==> config.mk <==
export PLATFORM = sky130hd
export DESIGN_NAME = spi_cmd_arbiter
export DESIGN_NICKNAME = d
export VERILOG_FILES = /design/src/rtl/spi_arb_defs_pkg.sv /design/src/rtl/rr_priority_pick.sv /design/src/rtl/spi_cmd_arbiter.sv
export SDC_FILE = /design/constraint.sdc
export NUM_CORES = 1
export LEC_CHECK = 0
export CAP_MARGIN = 20
export CORE_MARGIN = 2
export CORE_UTILIZATION = 45
export CTS_BUF_LIST = sky130_fd_sc_hd__clkbuf_4
export DETAILED_ROUTE_END_ITERATION = 8
export PLACE_DENSITY_LB_ADDON = 0.1
export SKIP_CTS_REPAIR_TIMING = 1
export SYNTH_ARGS = -nofsm -noshare
export SYNTH_HDL_FRONTEND = slang
export SYNTH_SLANG_ARGS = --single-unit
==> constraint.sdc <==
create_clock -name clk -period 3.7 [get_ports clk]
set_clock_uncertainty 0.15 [all_clocks]
set_input_delay 0.37 -clock clk [delete_from_list [all_inputs] [get_ports clk]]
set_output_delay 0.37 -clock clk [all_outputs]
set_load 0.01 [all_outputs]
==> src/rtl/spi_arb_defs_pkg.sv <==
// Shared SPI arbiter definitions: FSM encodings and default bus widths,
// also used by the LUT configuration sequencer.
package spi_arb_defs;

    typedef enum logic [1:0] {
        S_IDLE  = 2'd0,
        S_ISSUE = 2'd1,
        S_GAP   = 2'd2
    } arb_state_e;

    localparam int ADDR_W_DEF = 13;
    localparam int DATA_W_DEF = 8;

    function automatic int idx_width(input int n);
        return (n < 2) ? 1 : $clog2(n);
    endfunction

endpackage

==> src/rtl/rr_priority_pick.sv <==
// Combinational round-robin picker: first active request at or above the
// pointer, wrapping, reported as one-hot, index and valid.
module rr_priority_pick #(
    parameter int N     = 3,
    parameter int IDX_W = 2
) (
    input  logic [N-1:0]     i_req,
    input  logic [IDX_W-1:0] i_ptr,
    output logic [N-1:0]     o_grant,
    output logic [IDX_W-1:0] o_idx,
    output logic             o_valid
);

    // Rotated priority search; the first hit after the pointer wins.
    always_comb begin
        int v_j;
        o_grant = '0;
        o_idx   = '0;
        o_valid = 1'b0;
        v_j     = 0;
        for (int k = 0; k < N; k++) begin
            v_j = (int'(i_ptr) + k) % N;
            if (!o_valid && i_req[v_j]) begin
                o_valid      = 1'b1;
                o_idx        = IDX_W'(v_j);
                o_grant[v_j] = 1'b1;
            end else begin
                o_valid = o_valid;
            end
        end
    end

endmodule

==> src/rtl/spi_cmd_arbiter.sv <==
// Round-robin arbiter sharing the ADC SPI command master between NUM_REQ
// clients, with locked back-to-back access and a per-transaction timeout.
module spi_cmd_arbiter
    import spi_arb_defs::*;
#(
    parameter int NUM_REQ        = 3,
    parameter int ADDR_W         = ADDR_W_DEF,
    parameter int DATA_W         = DATA_W_DEF,
    parameter int TIMEOUT_CYCLES = 100000
) (
    input  logic                      clk,
    input  logic                      rst,
    input  logic [NUM_REQ-1:0]        req,
    input  logic [NUM_REQ-1:0]        req_we,
    input  logic [NUM_REQ-1:0]        req_lock,
    input  logic [NUM_REQ*ADDR_W-1:0] req_addr,
    input  logic [NUM_REQ*DATA_W-1:0] req_wdata,
    output logic [NUM_REQ-1:0]        req_ack,
    output logic                      req_err,
    output logic [DATA_W-1:0]         rdata,
    output logic                      cmd_read,
    output logic                      cmd_write,
    output logic [ADDR_W-1:0]         cmd_addr,
    output logic [DATA_W-1:0]         cmd_wdata,
    input  logic                      cmd_read_ack,
    input  logic                      cmd_write_ack,
    input  logic [DATA_W-1:0]         cmd_rdata,
    output logic                      busy,
    output logic [2:0]                grant_id,
    output logic                      timeout_err
);

    localparam int IDX_W = idx_width(NUM_REQ);
    localparam int CNT_W = idx_width(TIMEOUT_CYCLES);
    localparam logic [CNT_W-1:0] CNT_LAST = CNT_W'(TIMEOUT_CYCLES - 1);

    arb_state_e         r_state, w_state_nxt;
    logic [IDX_W-1:0]   r_grant, w_grant_nxt, r_rr, w_rr_nxt;
    logic               r_lock_hold, w_lock_hold_nxt, r_lock_wait, w_lock_wait_nxt;
    logic               r_we, w_we_nxt, r_cmd_read, w_cmd_read_nxt, r_cmd_write, w_cmd_write_nxt;
    logic [ADDR_W-1:0]  r_addr, w_addr_nxt;
    logic [DATA_W-1:0]  r_wdata, w_wdata_nxt, r_rdata, w_rdata_nxt;
    logic [NUM_REQ-1:0] r_ack, w_ack_nxt;
    logic               r_err, w_err_nxt, r_timeout_err, w_timeout_err_nxt;
    logic [CNT_W-1:0]   r_cnt, w_cnt_nxt;

    logic [NUM_REQ-1:0] w_pick_grant, w_lock_oh, w_sel_oh;
    logic [IDX_W-1:0]   w_pick_idx, w_sel_idx;
    logic               w_pick_valid, w_use_lock, w_sel_valid, w_sel_we, w_match_ack;
    logic [ADDR_W-1:0]  w_sel_addr;
    logic [DATA_W-1:0]  w_sel_wdata;

    function automatic logic [IDX_W-1:0] next_ptr(input logic [IDX_W-1:0] g);
        if (int'(g) >= NUM_REQ - 1) begin
            return '0;
        end else begin
            return g + 1'b1;
        end
    endfunction

    rr_priority_pick #(.N(NUM_REQ), .IDX_W(IDX_W)) u_pick (
        .i_req   (req),
        .i_ptr   (r_rr),
        .o_grant (w_pick_grant),
        .o_idx   (w_pick_idx),
        .o_valid (w_pick_valid)
    );

    // Candidate selection: a live lock owner overrides the round-robin pick.
    always_comb begin
        w_lock_oh          = '0;
        w_lock_oh[r_grant] = 1'b1;
        w_use_lock         = r_lock_hold && req[r_grant];
        w_sel_oh           = w_use_lock ? w_lock_oh : w_pick_grant;
        w_sel_idx          = w_use_lock ? r_grant : w_pick_idx;
        w_match_ack        = r_we ? cmd_write_ack : cmd_read_ack;
        w_sel_we           = 1'b0;
        w_sel_addr         = '0;
        w_sel_wdata        = '0;
        for (int i = 0; i < NUM_REQ; i++) begin
            if (w_sel_oh[i]) begin
                w_sel_we    = req_we[i];
                w_sel_addr  = req_addr[i*ADDR_W +: ADDR_W];
                w_sel_wdata = req_wdata[i*DATA_W +: DATA_W];
            end else begin
                w_sel_we = w_sel_we;
            end
        end
    end

    // Next-state and registered-output logic.
    always_comb begin
        w_state_nxt       = r_state;
        w_grant_nxt       = r_grant;
        w_rr_nxt          = r_rr;
        w_lock_hold_nxt   = r_lock_hold;
        w_lock_wait_nxt   = r_lock_wait;
        w_we_nxt          = r_we;
        w_cmd_read_nxt    = r_cmd_read;
        w_cmd_write_nxt   = r_cmd_write;
        w_addr_nxt        = r_addr;
        w_wdata_nxt       = r_wdata;
        w_rdata_nxt       = r_rdata;
        w_ack_nxt         = '0;
        w_err_nxt         = 1'b0;
        w_timeout_err_nxt = r_timeout_err;
        w_cnt_nxt         = r_cnt;
        w_sel_valid       = 1'b0;
        case (r_state)
            S_IDLE: begin
                w_cnt_nxt = '0;
                if (w_use_lock) begin
                    w_sel_valid = 1'b1;
                end else if (r_lock_hold && !r_lock_wait) begin
                    // Give an idle lock owner one cycle before releasing it.
                    w_lock_wait_nxt = 1'b1;
                end else begin
                    w_lock_hold_nxt = 1'b0;
                    w_lock_wait_nxt = 1'b0;
                    w_sel_valid     = w_pick_valid;
                end
                if (w_sel_valid) begin
                    w_state_nxt     = S_ISSUE;
                    w_grant_nxt     = w_sel_idx;
                    w_lock_wait_nxt = 1'b0;
                    w_we_nxt        = w_sel_we;
                    w_addr_nxt      = w_sel_addr;
                    w_wdata_nxt     = w_sel_wdata;
                    w_cmd_write_nxt = w_sel_we;
                    w_cmd_read_nxt  = !w_sel_we;
                end else begin
                    w_state_nxt = S_IDLE;
                end
            end
            S_ISSUE: begin
                if (w_match_ack) begin
                    w_cmd_read_nxt     = 1'b0;
                    w_cmd_write_nxt    = 1'b0;
                    w_ack_nxt[r_grant] = 1'b1;
                    w_rdata_nxt        = r_we ? r_rdata : cmd_rdata;
                    w_rr_nxt           = next_ptr(r_grant);
                    w_lock_hold_nxt    = req_lock[r_grant];
                    w_state_nxt        = S_GAP;
                end else if (r_cnt == CNT_LAST) begin
                    w_cmd_read_nxt     = 1'b0;
                    w_cmd_write_nxt    = 1'b0;
                    w_ack_nxt[r_grant] = 1'b1;
                    w_err_nxt          = 1'b1;
                    w_rdata_nxt        = '0;
                    w_timeout_err_nxt  = 1'b1;
                    w_lock_hold_nxt    = 1'b0;
                    w_rr_nxt           = next_ptr(r_grant);
                    w_state_nxt        = S_GAP;
                end else begin
                    w_cnt_nxt = r_cnt + 1'b1;
                end
            end
            S_GAP: begin
                w_state_nxt = S_IDLE;
            end
            default: begin
                w_state_nxt = S_IDLE;
            end
        endcase
    end

    // State and output registers.
    always_ff @(posedge clk or posedge rst) begin
        if (rst) begin
            r_state       <= S_IDLE;
            r_grant       <= '0;
            r_rr          <= '0;
            r_lock_hold   <= 1'b0;
            r_lock_wait   <= 1'b0;
            r_we          <= 1'b0;
            r_cmd_read    <= 1'b0;
            r_cmd_write   <= 1'b0;
            r_addr        <= '0;
            r_wdata       <= '0;
            r_rdata       <= '0;
            r_ack         <= '0;
            r_err         <= 1'b0;
            r_timeout_err <= 1'b0;
            r_cnt         <= '0;
        end else begin
            r_state       <= w_state_nxt;
            r_grant       <= w_grant_nxt;
            r_rr          <= w_rr_nxt;
            r_lock_hold   <= w_lock_hold_nxt;
            r_lock_wait   <= w_lock_wait_nxt;
            r_we          <= w_we_nxt;
            r_cmd_read    <= w_cmd_read_nxt;
            r_cmd_write   <= w_cmd_write_nxt;
            r_addr        <= w_addr_nxt;
            r_wdata       <= w_wdata_nxt;
            r_rdata       <= w_rdata_nxt;
            r_ack         <= w_ack_nxt;
            r_err         <= w_err_nxt;
            r_timeout_err <= w_timeout_err_nxt;
            r_cnt         <= w_cnt_nxt;
        end
    end

    assign req_ack     = r_ack;
    assign req_err     = r_err;
    assign rdata       = r_rdata;
    assign cmd_read    = r_cmd_read;
    assign cmd_write   = r_cmd_write;
    assign cmd_addr    = r_addr;
    assign cmd_wdata   = r_wdata;
    assign busy        = (r_state != S_IDLE);
    assign grant_id    = 3'(r_grant);
    assign timeout_err = r_timeout_err;

endmodule

# Word-level counts from Yosys, hierarchy flattened
# Cells that the tools add are included.
# op_classes
addsub	4
n_mul	0
div	3
magnitude_cmp	9
eq_ne	10
n_shift	0
mux	76
bitwise_logic	4
n_reduce_logical	25
# ops
op	n
$ge 32x1->1 const B	3
$lt 32x4->1 const B	3
$mod 32x3->32 const B	2
$mux 8	6
$mux 13	3
$mux 1	36
$mux 17	2
$pmux 17 s2	1
$mod 3x3->32 const B	1
$mux 3	7
$add 17x1->17 const B	1
$eq 17x17->1 const B	1
$mux 2	8
$reduce_and 3->1	5
$bmux 1 s2	5
$ne 2x2->1 const B	5
$demux 1 s2	4
$logic_and 1x1->1	8
$or 3x3->3	2
$pmux 1 s2	3
$reduce_and 2->1	3
$reduce_bool 2->1	3
$logic_not 1->1	4
$ne 2x1->1 const B	2
12 further kinds	13
# word_totals
ff_bits	62
latch_bits	0
ramBits	0
romBits	0
input_bits	84
out_inout_bits	40
elab_cells	146
memories	0

# Logic depth before layout (Yosys ltp)
# logic_depth
depth_word	18
depth_mapped	12
depth_no_buf	9

# By module
# A second synthesis with hierarchy kept.
# unflattened
cells_unflattened	382
area_unflattened_um2	3583.4
# modules_own_cells
mod	instances	cells_each	area_each_um2	seq_area_each_um2
spi_cmd_arbiter	1	330	3201.8	1551.5
rr_priority_pick	1	52	381.6	0.0

# Worst setup path before layout
# No wires, ideal clock.
# synth_path
path_kind	reg-to-reg
startpoint	register r_rr[0]
endpoint	register r_cmd_write (netlist: cmd_write)
setup_ps	120
arrival_time_ps	2424
slack_ps	1006
path_stages_with_launch	12
path_buffers	3
period_less_slack_ps	2694
path_cell_list	dfrtp_1 inv_1 ha_1 buf_2 nand2b_1 a21oi_1 nor3_1 a221oi_4 or3b_1 buf_2 buf_6 o211a_1
# synth_via
elab_chain_len	17
elab_cells_between_ends	52
cone_classes	add/sub: 2; div: 3; order compare: 6; eq/ne: 1; mux: 30; bitwise: 2; reduce/logical: 8
# synth_rtl
element	line_no	text
start, declared	spi_cmd_arbiter.sv:38	logic [IDX_W-1:0] r_grant, w_grant_nxt, r_rr, w_rr_nxt;
start signal, assigned	spi_cmd_arbiter.sv:188	r_rr <= w_rr_nxt;
parallel branches: the longest is 17 deep, another holds $mod 32x3->32	-	
end signal, assigned	spi_cmd_arbiter.sv:193	r_cmd_write <= w_cmd_write_nxt;
end, declared	spi_cmd_arbiter.sv:40	logic r_we, w_we_nxt, r_cmd_read, w_cmd_read_nxt, r_cmd_write, w_cmd_write_nxt;
# Several ways; the timed one is not identified. The select of a mux whose other input is x is not followed.
# A chain may end at the register's enable or synchronous reset.

# Worst setup path in the final report
# layout_path
startpoint	register r_rr[1]
endpoint	register r_addr[11] (netlist: cmd_addr[11])
# layout_via
elab_chain_len	15
elab_cells_between_ends	49
cone_classes	add/sub: 2; div: 3; order compare: 6; mux: 28; bitwise: 2; reduce/logical: 8
# layout_rtl
element	line_no	text
parallel branches: the longest is 15 deep, another holds $mod 32x3->32	-	
end signal, assigned	spi_cmd_arbiter.sv:194	r_addr <= w_addr_nxt;
end, declared	spi_cmd_arbiter.sv:41	logic [ADDR_W-1:0] r_addr, w_addr_nxt;
# Several ways; the timed one is not identified. The select of a mux whose other input is x is not followed.

==> Implementation_results.wiki <==
{| class="wikitable"
! Metric !! Value
|-
| Run status || complete, no violations
|-
| Boundary pin count || 124
|-
| Vertical die dimension || 89.5 um
|-
| Most common library cell in the layout ignoring fill and taps || sky130_fd_sc_hd__clkdlybuf4s50_1
|-
| Filler instances || 602
|-
| RSZ-0062 raised after global routing || no
|-
| Fraction of final layout cells sized beyond drive strength 1 || 6.74%
|-
| Final number of max-transition violations || 0
|-
| Endpoint arrival time on the critical path || 3.31 ns
|-
| PnR Total Power || 3.57 mW
|-
| Global-route congestion overflow total || 0
|-
| Worst rel slew slack || 41.0%
|-
| Wire length of the first global-routing pass || 13.8 mm
|-
| Fmax || 319 MHz
|-
| Drt total wl || 8.42 mm
|-
| Share of power burned in registers || 30.6%
|-
| Die area || 8000 um^2
|-
| Count of unique library cells instantiated by Yosys || 49
|-
| Placed wire-length estimate after detailed placement || 6.19 mm
|-
| Htree depth || 3
|-
| Final hold violation count || 0
|-
| Final count of negative-setup-slack endpoints || 0
|-
| All-Layer GR Usage || 22.5%
|-
| IR Drop Worst-Case VDD || 0.367 mV
|-
| Max-cap viol count || 0
|-
| Routability Congestion || 0.886
|-
| Portion of synthesized cell area occupied by the leading cell type || 47.2%
|-
| Sw Ratio || 41.7%
|-
| Type of the most critical hold path || in2async
|-
| Detailed-routing iteration count for the pre-antenna-repair pass || 4
|-
| Fin Setup TNS || 0 ns
|-
| Synth-to-Final Area Change || 43.5%
|-
| DRT iter0 DRCs || 132
|-
| Vias after detailed routing || 3,102
|-
| Share of flip-flops with an asynchronous set or reset || 100%
|-
| Slew at the pin with the worst max-slew slack || 0.883 ns
|-
| Final routed DRC violation total || 0
|-
| Pint || 2.08 mW
|-
| Post-CTS clock slew at the launch and capture registers of the worst setup and hold paths || 0.11 ns
|-
| Mean area per synthesized cell || 9.33 um^2
|-
| TritonCTS clock tree || done
|-
| Horizontal die dimension || 89.5 um
|-
| CP endpoint kind || flop
|-
| Antenna diodes || 0
|-
| Average wire per standard cell || 14.7 um
|-
| CTS Root Cell || sky130_fd_sc_hd__clkbuf_4
|-
| Number of flops mapped to enable cells by yosys || 0
|-
| Maximum number of pins on one net before global-route repair || 45
|-
| Post-synthesis sequential element count || 62
|-
| Crit share post-route || 84.6%
|-
| Clock net sink count || 62
|-
| Synthesis warning total || 0
|-
| Post-synthesis cell type with the largest combined area || sky130_fd_sc_hd__dfrtp_1
|-
| Prevailing post-synth register cell || sky130_fd_sc_hd__dfrtp_1
|-
| Crit Path Category || reg2reg
|-
| Total standard cell area after synthesis || 3290 um^2
|-
| Time the final worst path needs with I/O delays and setup || 3.13 ns
|-
| Max Root-Sink Buffers || 2
|-
| Crit-path max FO || 24
|-
| Via count of the first global-routing pass || 2,905
|-
| Effective utilization at floorplan || 45.8%
|-
| Most frequent cells in the layout || 122 x sky130_fd_sc_hd__clkdlybuf4s50_1, 62 x sky130_fd_sc_hd__dfrtp_1, 39 x sky130_fd_sc_hd__nand2_1
|-
| Portion of total power attributed to the clock network || 12.9%
|-
| Core ar. || 7180 um^2
|-
| Insertion delay to the later sink of the worst-skew pair || 0.41 ns
|-
| Register area share after synthesis || 47.2%
|-
| Final nets || 559
|-
| TritonCTS buffer count || 9
|-
| Gate power share || 56.5%
|-
| Number of port buffers || 122
|-
| Biggest area contributors in the synthesized netlist || sky130_fd_sc_hd__dfrtp_1 47%, sky130_fd_sc_hd__a22oi_1 4.8%, sky130_fd_sc_hd__nand2_1 4.5%
|-
| Routed via count divided by cell count || 5.40
|-
| PwrDens || 757 nW/um^2
|-
| Switching power summed over all nets || 1.49 mW
|-
| Remaining antenna violation count after routing || 0
|-
| Leakage power summed over all cells || 1.95 nW
|-
| Post-synthesis cell count || 352
|-
| Category of the worst setup path launch point || flop
|-
| Required time reported for the critical path endpoint || 3.88 ns
|-
| Number of standard-cell rows in the floorplan || 31
|-
| Net Count, Synth || 441
|-
| Number of antenna violations at the first check in global routing || 0
|}
## power by group through the flow
stage               registers, mW  clock network (mW)  logic [mW]
detailed placement           1.10                   0        2.02
global route                 1.12               0.506        2.25
finish                       1.09               0.460        2.01
CTS                          1.09               0.479        2.02
floorplan                    1.14                   0        1.20
global placement             1.10                   0        2.00
## metrics by stage
stage               setup slack, ns  utilization, %  instance area, um^2  hold WS [ns]  cells
finish                        0.570            65.7                 4720         0.319    574
global route                  0.186            65.7                 4720         0.356    574
CTS                           0.577            65.7                 4720         0.332    574
detailed placement            0.517            63.8                 4580         0.307    558
global placement              0.501            63.8                 4580         0.305    558
floorplan                      1.01               -                 3290         0.323    352
## final cells by class
class / instances / area [um^2] / area share, %
Inverter: 9 / 33.8 / 0.716
Sequential cell: 62 / 1550 / 32.9
Clock inverter: 6 / 61.3 / 1.30
Timing Repair Buffer: 129 / 1270 / 27.0
Tap cell: 99 / 124 / 2.63
Clock buffer: 10 / 75.1 / 1.59
Multi-Input combinational cell: 259 / 1600 / 33.9
## worst max-delay path, cell delays in order, from the launching register on
cell,delay [ns]
sky130_fd_sc_hd__dfrtp_1,0.43
sky130_fd_sc_hd__inv_1,0.09
sky130_fd_sc_hd__ha_1,0.32
sky130_fd_sc_hd__mux2i_1,0.32
sky130_fd_sc_hd__nor2_1,0.11
sky130_fd_sc_hd__a22o_1,0.24
sky130_fd_sc_hd__a211oi_1,0.34
sky130_fd_sc_hd__or3b_1,0.71
sky130_fd_sc_hd__o22ai_1,0.19
sky130_fd_sc_hd__a21oi_1,0.17
## final timing paths
| kind | startpoint | endpoint | slack [ns] | depth (start not counted) |
|---|---|---|---|---|
| worst min-delay path | rst | r_cnt[14] | 0.32 | 2 |
| min in group clk | timeout_err | timeout_err | 0.32 | 1 |
| worst max register to register | r_rr[1] | cmd_addr[11] | 0.57 | 9 |
| worst min register to register | timeout_err | timeout_err | 0.32 | 1 |
| worst max-delay path | r_rr[1] | cmd_addr[11] | 0.57 | 9 |
| max in group asynchronous | rst | cmd_wdata[2] | 2.29 | 3 |
## Yosys cell counts, types with 2 or more instances
library cell,number
sky130_fd_sc_hd__dfrtp_1,62
sky130_fd_sc_hd__nand2_1,39
sky130_fd_sc_hd__a21oi_1,28
sky130_fd_sc_hd__o21ai_0,24
sky130_fd_sc_hd__o22ai_1,23
sky130_fd_sc_hd__nor2_1,22
sky130_fd_sc_hd__a22oi_1,21
sky130_fd_sc_hd__clkbuf_1,14
sky130_fd_sc_hd__inv_1,9
sky130_fd_sc_hd__nand3_1,8
sky130_fd_sc_hd__nand2b_1,7
sky130_fd_sc_hd__nand4_1,7
sky130_fd_sc_hd__nor2b_1,7
sky130_fd_sc_hd__xor2_1,7
sky130_fd_sc_hd__mux2i_1,6
sky130_fd_sc_hd__ha_1,5
sky130_fd_sc_hd__nor3_1,5
sky130_fd_sc_hd__and3_1,4
sky130_fd_sc_hd__o31ai_1,4
sky130_fd_sc_hd__a21o_1,3
sky130_fd_sc_hd__buf_2,3
sky130_fd_sc_hd__buf_4,3
sky130_fd_sc_hd__or2_2,3
sky130_fd_sc_hd__xnor2_1,3
sky130_fd_sc_hd__a31oi_1,2
sky130_fd_sc_hd__a32oi_1,2
sky130_fd_sc_hd__and4_1,2
sky130_fd_sc_hd__buf_6,2
sky130_fd_sc_hd__mux2_2,2
sky130_fd_sc_hd__nand3b_1,2
sky130_fd_sc_hd__nor4bb_1,2
sky130_fd_sc_hd__o211a_1,2
sky130_fd_sc_hd__o211ai_1,2
sky130_fd_sc_hd__or3b_1,2
## flip-flops by register name (all words and copies together), names as in the netlist, 2 cells and up
register and flops:
r_cnt 17, cmd_addr 13, cmd_wdata 8, rdata 8, req_ack 3, r_grant 2
r_rr 2, r_state 2
## metal layers
layer | vias up | GRT usage, % | part of all wire, %
met4 | 0 | 7.87 | 1.3
met5 | - | 0 | 0
met3 | 9 | 9.23 | 9.0
li1 | 1526 | - | -
met1 | 1442 | 28.5 | 43
met2 | 125 | 34.8 | 47
## cells by family after synthesis
kind of cell	after synthesis	share of synthesized area (%)
xor+xnor	10	2.67
other cells	1	0.114
flops	62	47.2
mux	8	2.51
fa+ha+maj	5	1.90
compound gates	121	23.8
simple gates	114	17.3
buf+inv	31	4.46
Note: power is estimated with default switching activity, not from simulation.
